## config.mk

```make
export PLATFORM = sky130hd
export DESIGN_NAME = tff_updown_counter
export DESIGN_NICKNAME = d
export VERILOG_FILES = /design/src/rtl/tff_updown_counter_pkg.sv /design/src/rtl/tff_updown_counter_cell.sv /design/src/rtl/tff_updown_counter.sv
export SDC_FILE = /design/constraint.sdc
export NUM_CORES = 1
export LEC_CHECK = 0
export CAP_MARGIN = 40
export CORE_MARGIN = 3
export CORE_UTILIZATION = 25
export CTS_CLUSTER_SIZE = 25
export DETAILED_ROUTE_END_ITERATION = 8
export PLACE_DENSITY = 0.65
export REMOVE_ABC_BUFFERS = 1
export SLEW_MARGIN = 0
export SYNTH_ARGS = -nofsm -noshare
export SYNTH_HDL_FRONTEND = slang
export SYNTH_HIERARCHICAL = 1
export SYNTH_SLANG_ARGS = --single-unit
```

## constraint.sdc

```tcl
create_clock -name CLK -period 1.7 [get_ports CLK]
set_clock_uncertainty 0.05 [all_clocks]
set_input_delay 0.34 -clock CLK [delete_from_list [all_inputs] [get_ports CLK]]
set_output_delay 0.34 -clock CLK [all_outputs]
set_load 0.005 [all_outputs]
```

## src/rtl/tff_updown_counter_pkg.sv

```systemverilog
// Shared constants and helpers for the T-flip-flop counter family.
//   DIR_UP / DIR_DOWN   : encoding of the direction input
//   clog2()             : ceiling log2, for sizing counters from a modulus
//   DEC_* / HEX_*       : default width/modulus for decade and hex stages
package counter_pkg;

   localparam logic DIR_UP   = 1'b1;
   localparam logic DIR_DOWN = 1'b0;

   localparam int DEC_WIDTH   = 4;
   localparam int DEC_MODULUS = 10;
   localparam int HEX_WIDTH   = 4;
   localparam int HEX_MODULUS = 16;

   function automatic int clog2(input int value);
      int r;
      r = 0;
      for (int i = 0; i < 31; i++) begin
         if ((1 << i) < value) r = i + 1;
      end
      return r;
   endfunction

endpackage

```

## src/rtl/tff_updown_counter_cell.sv

```systemverilog
// Single T flip-flop cell.
//   CLK  : rising-edge clock
//   RST  : asynchronous active-high reset, clears Q
//   T    : toggle enable
//   Q    : stored bit
//   Qbar : complement of Q
module tff_cell (
   input  logic CLK,
   input  logic RST,
   input  logic T,
   output logic Q,
   output logic Qbar
);

   logic q_q;

   always_ff @(posedge CLK or posedge RST) begin
      if (RST)    q_q <= 1'b0;
      else if (T) q_q <= ~q_q;
   end

   assign Q    = q_q;
   assign Qbar = ~q_q;

endmodule

```

## src/rtl/tff_updown_counter.sv

```systemverilog
// Up/down modulo counter built from WIDTH T flip-flop cells. The next count
// is computed as a plain value and each cell is toggled where it differs from
// the current count, so load, wrap and out-of-range recovery all share one
// toggle path. For a full binary modulus this reduces to the classic
// ripple-AND toggle terms.
//   CLK, RST   : clock, asynchronous active-high reset
//   EN, UP     : count enable, direction (1 = up)
//   LOAD, D    : synchronous parallel load (rejected when D >= MODULUS)
//   Q, Qbar    : count value and its complement
//   TC         : combinational carry/borrow enable for the next stage
//   WRAP       : one-cycle pulse after a wrap edge
//   LOAD_ERR   : one-cycle pulse after a rejected load
module tff_updown_counter
   import counter_pkg::*;
#(
   parameter int WIDTH   = HEX_WIDTH,
   parameter int MODULUS = HEX_MODULUS
) (
   input  logic             CLK,
   input  logic             RST,
   input  logic             EN,
   input  logic             UP,
   input  logic             LOAD,
   input  logic [WIDTH-1:0] D,
   output logic [WIDTH-1:0] Q,
   output logic [WIDTH-1:0] Qbar,
   output logic             TC,
   output logic             WRAP,
   output logic             LOAD_ERR
);

   if (MODULUS < 2 || MODULUS > (1 << WIDTH) || clog2(MODULUS) > WIDTH) begin : g_bad_modulus
      $error("tff_updown_counter: MODULUS out of range for WIDTH");
   end

   // One extra bit so a modulus of exactly 2^WIDTH is representable.
   localparam logic [WIDTH:0]   MOD_EXT = (WIDTH+1)'(MODULUS);
   localparam logic [WIDTH-1:0] Q_MAX   = WIDTH'(MODULUS - 1);
   localparam logic [WIDTH-1:0] ONE     = WIDTH'(1);

   logic [WIDTH-1:0] q_d;
   logic [WIDTH-1:0] t;
   logic             in_range, d_ok, at_max, at_min;
   logic             wrap_d, wrap_q;
   logic             load_err_d, load_err_q;

   assign in_range = {1'b0, Q} < MOD_EXT;
   assign d_ok     = {1'b0, D} < MOD_EXT;
   assign at_max   = (Q == Q_MAX);
   assign at_min   = (Q == '0);

   always_comb begin
      q_d        = Q;
      wrap_d     = 1'b0;
      load_err_d = 1'b0;
      if (LOAD) begin
         if (d_ok) q_d        = D;
         else      load_err_d = 1'b1;
      end else if (EN) begin
         if (!in_range) begin
            // Unreachable in normal operation; recover rather than lock up.
            q_d = '0;
         end else if (UP == DIR_UP) begin
            if (at_max) begin
               q_d    = '0;
               wrap_d = 1'b1;
            end else begin
               q_d = Q + ONE;
            end
         end else begin
            if (at_min) begin
               q_d    = Q_MAX;
               wrap_d = 1'b1;
            end else begin
               q_d = Q - ONE;
            end
         end
      end
   end

   assign t = Q ^ q_d;

   for (genvar i = 0; i < WIDTH; i++) begin : g_cell
      tff_cell u_cell (
         .CLK  (CLK),
         .RST  (RST),
         .T    (t[i]),
         .Q    (Q[i]),
         .Qbar (Qbar[i])
      );
   end

   always_ff @(posedge CLK or posedge RST) begin
      if (RST) begin
         wrap_q     <= 1'b0;
         load_err_q <= 1'b0;
      end else begin
         wrap_q     <= wrap_d;
         load_err_q <= load_err_d;
      end
   end

   assign TC       = EN & ~LOAD & ((UP == DIR_UP) ? at_max : at_min);
   assign WRAP     = wrap_q;
   assign LOAD_ERR = load_err_q;

endmodule

```

==> flow_metrics.tcl, run 1 <==
set metrics [dict create \
    outcome "finished with violations" \
    violations "setup timing" \
    grt_first_pass_wirelength_um 2553 \
    top_level_ports 20 \
    netlist_top_cells_area "dfrtp_1 (25%), inv_1 (10%), xor2_1 (8.7%)" \
    grt_pass1_vias 583 \
    post_synth_num_cell_types 28 \
    timing.final.crit_period_ns 1.708 \
    timing.critical_path.to_type "register" \
    synth_top_cell_by_area "dfrtp_1" \
    floorplan.die_area_um2 2597 \
    synth_edf_count 0 \
    clock_path_buffers 2 \
    final_min_period_over_clock_period_pct 100.5 \
    switching_share_pct 40.95 \
    clkPwrFrac_pct 8.1 \
    syn_avg_cell_area_um2 7.898 \
    grt_max_degree 10 \
    timing.critical_path.cells "ha_2 -> buf_4 -> a21oi_4 -> o221ai_4 -> a31o_1 -> a32oi_1 -> xor2_1" \
    core-area_um2 1821 \
    die_x_um 50.97 \
    crit_required_ns 1.83 \
    core.rowCount 15 \
    crit_family "compound AO/OA/AOI/OAI gates" \
    first_pass_iters 4 \
    layout-area-overhead-vs-synth_pct 100.5 \
    antenna_found_initial 0 \
    critical_path_arrival_ns 1.84 \
    dr.max_layer_used "met4" \
    clock_sink_count 5 \
    synth-main-ff-cell "dfrtp_1" \
    ys_warn_count 6 \
    power.density_cell_area_nw_per_um2 1752 \
    switchingPower_mw 0.7270 \
    share_seq_of_total_power_pct 13.4 \
    cp_num_buf_inv 1 \
    clk_root_buffer_cell "clkbuf_4" \
    achievable-frequency_mhz 585.3 \
    synth.yosys.seq_area_share_pct 24.75 \
    design_power_total_mw 1.775 \
    clk_pin_slew_ns 0.05 \
    total_vias_in_the_final_route 614 \
    post-dp-hpwl_um 1072 \
    routed_wirelength_um 1761 \
    timing.critical_path.slowest_cell_delay_ns 0.42 \
    grt-ovfl-total 0 \
    postSynth.asyncResetShare_pct 100.0 \
    drive_gt1_share_pct 45.79 \
    place_ws_ns -0.3105 \
    filler_cell_count 147 \
    criticalPathCategory "register to register" \
    placement.io_buffers 18 \
    internal_power_mw 1.048 \
    met3_wirelength_um 111 \
    routabilityCongestion 0.8745 \
    postSynthCellCount 64 \
    drtAntennaViolNets 0 \
    tritoncts_clock_tree "yes" \
    chipHeight_um 50.97 \
    drv_slew 0 \
    cts_buffers 3 \
    comb_power_share_pct 78.5 \
    globalRouteTotalUtil_pct 13.34 \
    post_drt_via_cell_ratio 4.652 \
    antennaDiodeCount 0 \
    p_leak_nw 0.4756 \
    maximum_ir_drop_on_the_vdd_rail_mv 0.7325 \
    setup_slack_ns -0.008464 \
    detail_route.iter0.violations 11 \
    cts_hold_repair.buffers 0 \
    clk-insertion-delay-late_ns 0.26 \
    crit_path_start_kind "register" \
    setup_repair_after_global_routing_missed_its_margin "true" \
    detail_route.drc_violations 0 \
    timing.critical_path.fanout_max 4 \
    num-nets-final 119 \
    cts.htree.levels 1 \
    synth-seq-cells 5 \
    final_core_utilization_pct 55.67 \
    route.layer.met1.wl_um 692 \
    wl_per_cell_um 13.34 \
    start_util_pct 27.77 \
    synth_top_cells_by_count "inv_1 (14), a21oi_1 (7), dfrtp_1 (5), xor2_1 (5), xnor2_1 (3)" \
    synth_area_um2 505.5 \
    worst_hold_path_type "input pin to asynchronous set/reset pin" \
    synth.most_common_cell "inv_1" \
    timing.setup.tns_ns -0.008464 \
    cap_violations 0 \
    finalHoldViolations 0 \
    report.final.setup_viol 1 \
    routed-wl-met2_um 941 \
    synthDominantCellAreaShare_pct 24.75 \
    slowest_cell_on_the_critical_path "dfrtp_1" \
]
[through the flow]
step | area [um2] | hold slack, ns | instances
3_3_place_gp | 812.0 | 0.5597 | 119
3_5_place_dp | 812.0 | 0.5709 | 119
4_1_cts | 920.9 | 0.3034 | 129
5_1_grt | 1013 | 0.3188 | 132
6_report | 1013 | 0.3124 | 132
2_1_floorplan | 473.0 | 0.01871 | 59
[timing repair]
action | in CTS | in global routing
buffers inserted | 6 | 3
hold endpoints to repair | 0 | 0
setup endpoints to repair | 9 | 6
pin swaps | 6 | 4
gates resized for setup | 22 | 13
[area by class of cell]
cell class | instances | area (um2) | area share (%)
clock buffers | 3 | 22.52 | 2.222
clock inverters | 1 | 5.005 | 0.4938
inverters | 14 | 52.55 | 5.185
multi-input cells | 40 | 390.4 | 38.52
flip-flops and latches | 5 | 126.4 | 12.47
well taps | 25 | 31.28 | 3.086
repair buffers | 44 | 385.4 | 38.02
[kinds of logic after synthesis]
logic type                 Yosys count  synth area share (%)
DFF                                  5                 24.75
buffers and inverters               19                 16.83
and+or+nand+nor                     12                 13.86
muxes                                1                 2.228
xor gates and xnor gates             8                 13.86
other                                1                0.7419
adders and majority gates            2                 4.950
AOI/OAI and AO/OA                   16                 22.77
[power groups by stage]
| stage | registers [mW] | clock network, mW | logic (mW) |
|---|---|---|---|
| final | 0.237 | 0.145 | 1.39 |
| after global routing | 0.244 | 0.159 | 1.50 |
| after CTS | 0.228 | 0.147 | 1.16 |
| after detailed placement | 0.225 | 0 | 0.994 |
| after global placement | 0.224 | 0 | 0.978 |
| after floorplan | 0.308 | 0 | 0.390 |
[placed cells by master (no fill, tap or decap), types with 2 or more instances in the layout]
cell type	netlist	layout
clkbuf_4	0	3
dfrtp_1	5	4
xor2_1	5	5
clkdlybuf4s50_1	0	11
buf_6	1	5
xnor2_1	3	3
buf_4	1	21
a221oi_2	0	2
inv_2	0	2
a21oi_2	0	2
nand2b_1	2	2
nand2_1	2	2
a21oi_1	7	4
dlygate4sd2_1	0	5
inv_1	14	12
[state kept, by name, summed over array words and instances (netlist names)]
signal,count
g_cell.u_cell/Q,4
WRAP,1
[final timing paths]
path | cells past startpoint | endpoint | from | slack, ns
setup / recovery | 7 | g_cell[3].u_cell/Q | g_cell[0].u_cell/Q | -0.008
hold / removal | 2 | g_cell[0].u_cell/Q | RST | 0.31
setup reg to reg | 7 | g_cell[3].u_cell/Q | g_cell[0].u_cell/Q | -0.008
hold reg to reg | 2 | g_cell[3].u_cell/Q | g_cell[3].u_cell/Q | 0.57
max in group asynchronous | 2 | g_cell[1].u_cell/Q | RST | 1.18
min in group CLK | 2 | g_cell[3].u_cell/Q | g_cell[3].u_cell/Q | 0.57
[metal layers]
metal  GRT usage [%]  up-vias
li1                -      301
met1           12.85      285
met2           25.97       25
met3           4.665        3
met4           4.036        0
met5               0        -
No activity file was read; power rests on OpenSTA's default activity.
==> run 2, diff against run 1 <==
--- a/config.mk
+++ b/config.mk
@@ -12,7 +12,7 @@
 export DETAILED_ROUTE_END_ITERATION = 8
 export PLACE_DENSITY = 0.65
 export REMOVE_ABC_BUFFERS = 1
-export SLEW_MARGIN = 0
+export SLEW_MARGIN = 20
 export SYNTH_ARGS = -nofsm -noshare
 export SYNTH_HDL_FRONTEND = slang
 export SYNTH_HIERARCHICAL = 1
==> results of run 2 <==
The final DEF is identical to that of run 1; final timing and power are the same.
==> run 3, diff against run 2 <==
--- a/config.mk
+++ b/config.mk
@@ -5,15 +5,13 @@
 export SDC_FILE = /design/constraint.sdc
 export NUM_CORES = 1
 export LEC_CHECK = 0
-export CAP_MARGIN = 40
 export CORE_MARGIN = 3
 export CORE_UTILIZATION = 25
 export CTS_CLUSTER_SIZE = 25
 export DETAILED_ROUTE_END_ITERATION = 8
-export PLACE_DENSITY = 0.65
+export PLACE_DENSITY = 0.66
 export REMOVE_ABC_BUFFERS = 1
 export SLEW_MARGIN = 20
 export SYNTH_ARGS = -nofsm -noshare
 export SYNTH_HDL_FRONTEND = slang
-export SYNTH_HIERARCHICAL = 1
 export SYNTH_SLANG_ARGS = --single-unit
==> run 3 against run 2 <==
The flow still finishes with violations (setup timing). Combinational power is 78% lower. Clock power hardly changed. Die area is 5.7% lower. Setup slack worse by 0.32 ns. Clock-buffer cell count is 1 higher. Critical path depth stayed put. Synthesized cell count is 14% lower. Sequential power is 40% lower. First-iteration DRC count is 36% lower. Critical endpoint is now TC. Largest power group unchanged. Highest routed layer is now met3.
==> flow_metrics.tcl, run 3 <==
set metrics [dict create \
    clk-insertion-delay-late_ns 0.25 \
    p_leak_nw 0.3724 \
    crit_path_start_kind "register" \
    outcome "finished with violations" \
    clock_sink_count 5 \
    post-dp-hpwl_um 838.2 \
    wl_per_cell_um 10.90 \
    achievable-frequency_mhz 493.0 \
    postSynthCellCount 55 \
    synth.most_common_cell "buf_4" \
    drive_gt1_share_pct 46.51 \
    grt_pass1_vias 442 \
    timing.final.crit_period_ns 2.028 \
    core.rowCount 15 \
    grt_max_degree 9 \
    fin_area_um2 813.3 \
    synth.yosys.seq_area_share_pct 26.46 \
    synth-seq-cells 5 \
    first_pass_iters 3 \
    final_min_period_over_clock_period_pct 119.3 \
    routed_wirelength_um 1210 \
    timing.setup.tns_ns -0.4449 \
    power.density_cell_area_nw_per_um2 728.5 \
    setup_slack_ns -0.3283 \
    clk_pin_slew_ns 0.05 \
    maximum_ir_drop_on_the_vdd_rail_mv 0.2735 \
    top_level_ports 20 \
    largest_register_ff_count 4 \
    post_synth_num_cell_types 26 \
    synth_top_cells_by_count "buf_4 (9), inv_1 (6), dfrtp_1 (5), a21oi_1 (4), o21ai_0 (4)" \
    setup_repair_after_global_routing_missed_its_margin "true" \
    worstReg2RegStart "g_cell[0].u_cell.Q" \
    detail_route.drc_violations 0 \
    antennaDiodeCount 0 \
    violations "setup timing" \
    total_vias_in_the_final_route 471 \
    design_power_total_mw 0.5925 \
    synth_top_cell_by_area "dfrtp_1" \
    cts_hold_repair.buffers 0 \
    drtAntennaViolNets 0 \
    post_drt_via_cell_ratio 4.243 \
    routabilityCongestion 0.7519 \
    layout-area-overhead-vs-synth_pct 71.96 \
    synth_edf_count 0 \
    netlist_top_cells_area "dfrtp_1 (26%), buf_4 (14%), ha_1 (5.3%)" \
    criticalPathCategory "register to primary output" \
    layout_commonest_cell "buf_4" \
    report.final.setup_viol 3 \
    cap_violations 0 \
    timing.critical_path.to_type "primary output" \
    crit_required_ns 1.31 \
    layout.cells.most_common_list "buf_4 (19), clkdlybuf4s50_1 (12), dfrtp_1 (5)" \
    place_inst 98 \
    cts_buffers 3 \
    die_x_um 49.50 \
    globalRouteTotalUtil_pct 9.867 \
    worstReg2RegEnd "g_cell[2].u_cell.Q" \
    ff2ff_setup_slack_ns -0.05 \
    detail_route.iter0.violations 7 \
    number_of_cells_in_the_finished_layout_apart_from_fillers 111 \
    tritoncts_clock_tree "yes" \
    placedInstanceArea_um2 680.7 \
    num-nets-final 98 \
    grt-ovfl-total 0 \
    floorplan.die_area_um2 2450 \
    clk_root_buffer_cell "clkbuf_4" \
    drv_slew 0 \
    antenna_found_initial 0 \
    start_util_pct 26.81 \
    cts.htree.levels 1 \
    critical_path_arrival_ns 1.64 \
    finalHoldViolations 0 \
    worst_r2r_path_depth 8 \
    grt_first_pass_wirelength_um 1842 \
    chipHeight_um 49.50 \
    ys_warn_count 0 \
    core-area_um2 1764 \
    worst_hold_path_type "input pin to asynchronous set/reset pin" \
    clock_path_buffers 2 \
    synthDominantCellAreaShare_pct 26.46 \
    place_ws_ns -0.7176 \
    timing.critical_path.fanout_max 2 \
    syn_avg_cell_area_um2 8.599 \
    synth_area_um2 473.0 \
    placement.io_buffers 18 \
    synth-main-ff-cell "dfrtp_1" \
    postSynth.asyncResetShare_pct 100.0 \
]
-- run 3: routing by layer --
layer / part of all wire (%) / GRT usage, %
met5: 0 / 0
met4: 0 / 5.530
met3: 8.3 / 3.021
met2: 52 / 17.63
met1: 39 / 10.13
-- run 3: worst max-delay path: stages (launching register included) --
cell and delay (ns):
dfrtp_1 0.38, inv_2 0.08, ha_4 0.13, or3b_4 0.39, nor2_4 0.09, a21oi_2 0.05, nor3b_2 0.14, buf_2 0.13
-- run 3: final cells by class --
cell class,count,area (um2)
fillers,193,950.9
repair buffers,38,325.3
multi-input cells,33,282.8
flip-flops and latches,5,125.1
well taps,25,31.28
clock buffers,4,26.28
inverters,6,22.52
-- run 3: what timing repair did --
| item | 4_1_cts | 5_1_grt |
|---|---|---|
| setup endpoints to repair | 4 | 4 |
| pin swaps | 4 | 2 |
| gates cloned | 0 | 0 |
| resized for setup | 21 | 3 |
| buffers inserted | 8 | 2 |
-- run 3: power by group --
part           leakage, nW  switching, mW  internal [mW]  total (mW)
Sequential          0.0606        0.00860          0.134       0.142
Combinational        0.297          0.122          0.186       0.308
Clock               0.0150         0.0530         0.0890       0.142
Total                0.372          0.184          0.409       0.593
-- run 3: cells by family (layout without fill, tap and decap cells) --
family / Yosys count / after routing / synth area share (%)
AO/OA/AOI/OAI: 14 / 14 / 20.90
XOR/XNOR: 2 / 2 / 3.704
adder cells (fa/ha/maj): 2 / 2 / 5.290
buffers and inverters: 17 / 48 / 23.01
flip-flops: 5 / 5 / 26.46
multiplexers: 3 / 3 / 6.878
other: 1 / 1 / 0.7929
AND/OR/NAND/NOR: 11 / 11 / 12.97
-- run 3: how the worst max path moves through the flow --
stage	start	end	slack, ns	depth (start not counted)
floorplan	g_cell[0].u_cell.Q	TC	-0.14	6
global placement	UP	TC	-0.71	6
detailed placement	UP	TC	-0.72	6
CTS	g_cell[1].u_cell.Q	TC	-0.38	7
global route	g_cell[0].u_cell.Q	TC	-0.41	7
finish	g_cell[0].u_cell.Q	TC	-0.33	7
-- run 3: metrics by stage --
stage          hold slack, ns  util [%]
4_1_cts                0.2476     44.54
6_report               0.2420     46.10
3_3_place_gp           0.5076     38.58
5_1_grt                0.2526     46.10
2_1_floorplan         0.06852         -
3_5_place_dp           0.5107     38.58
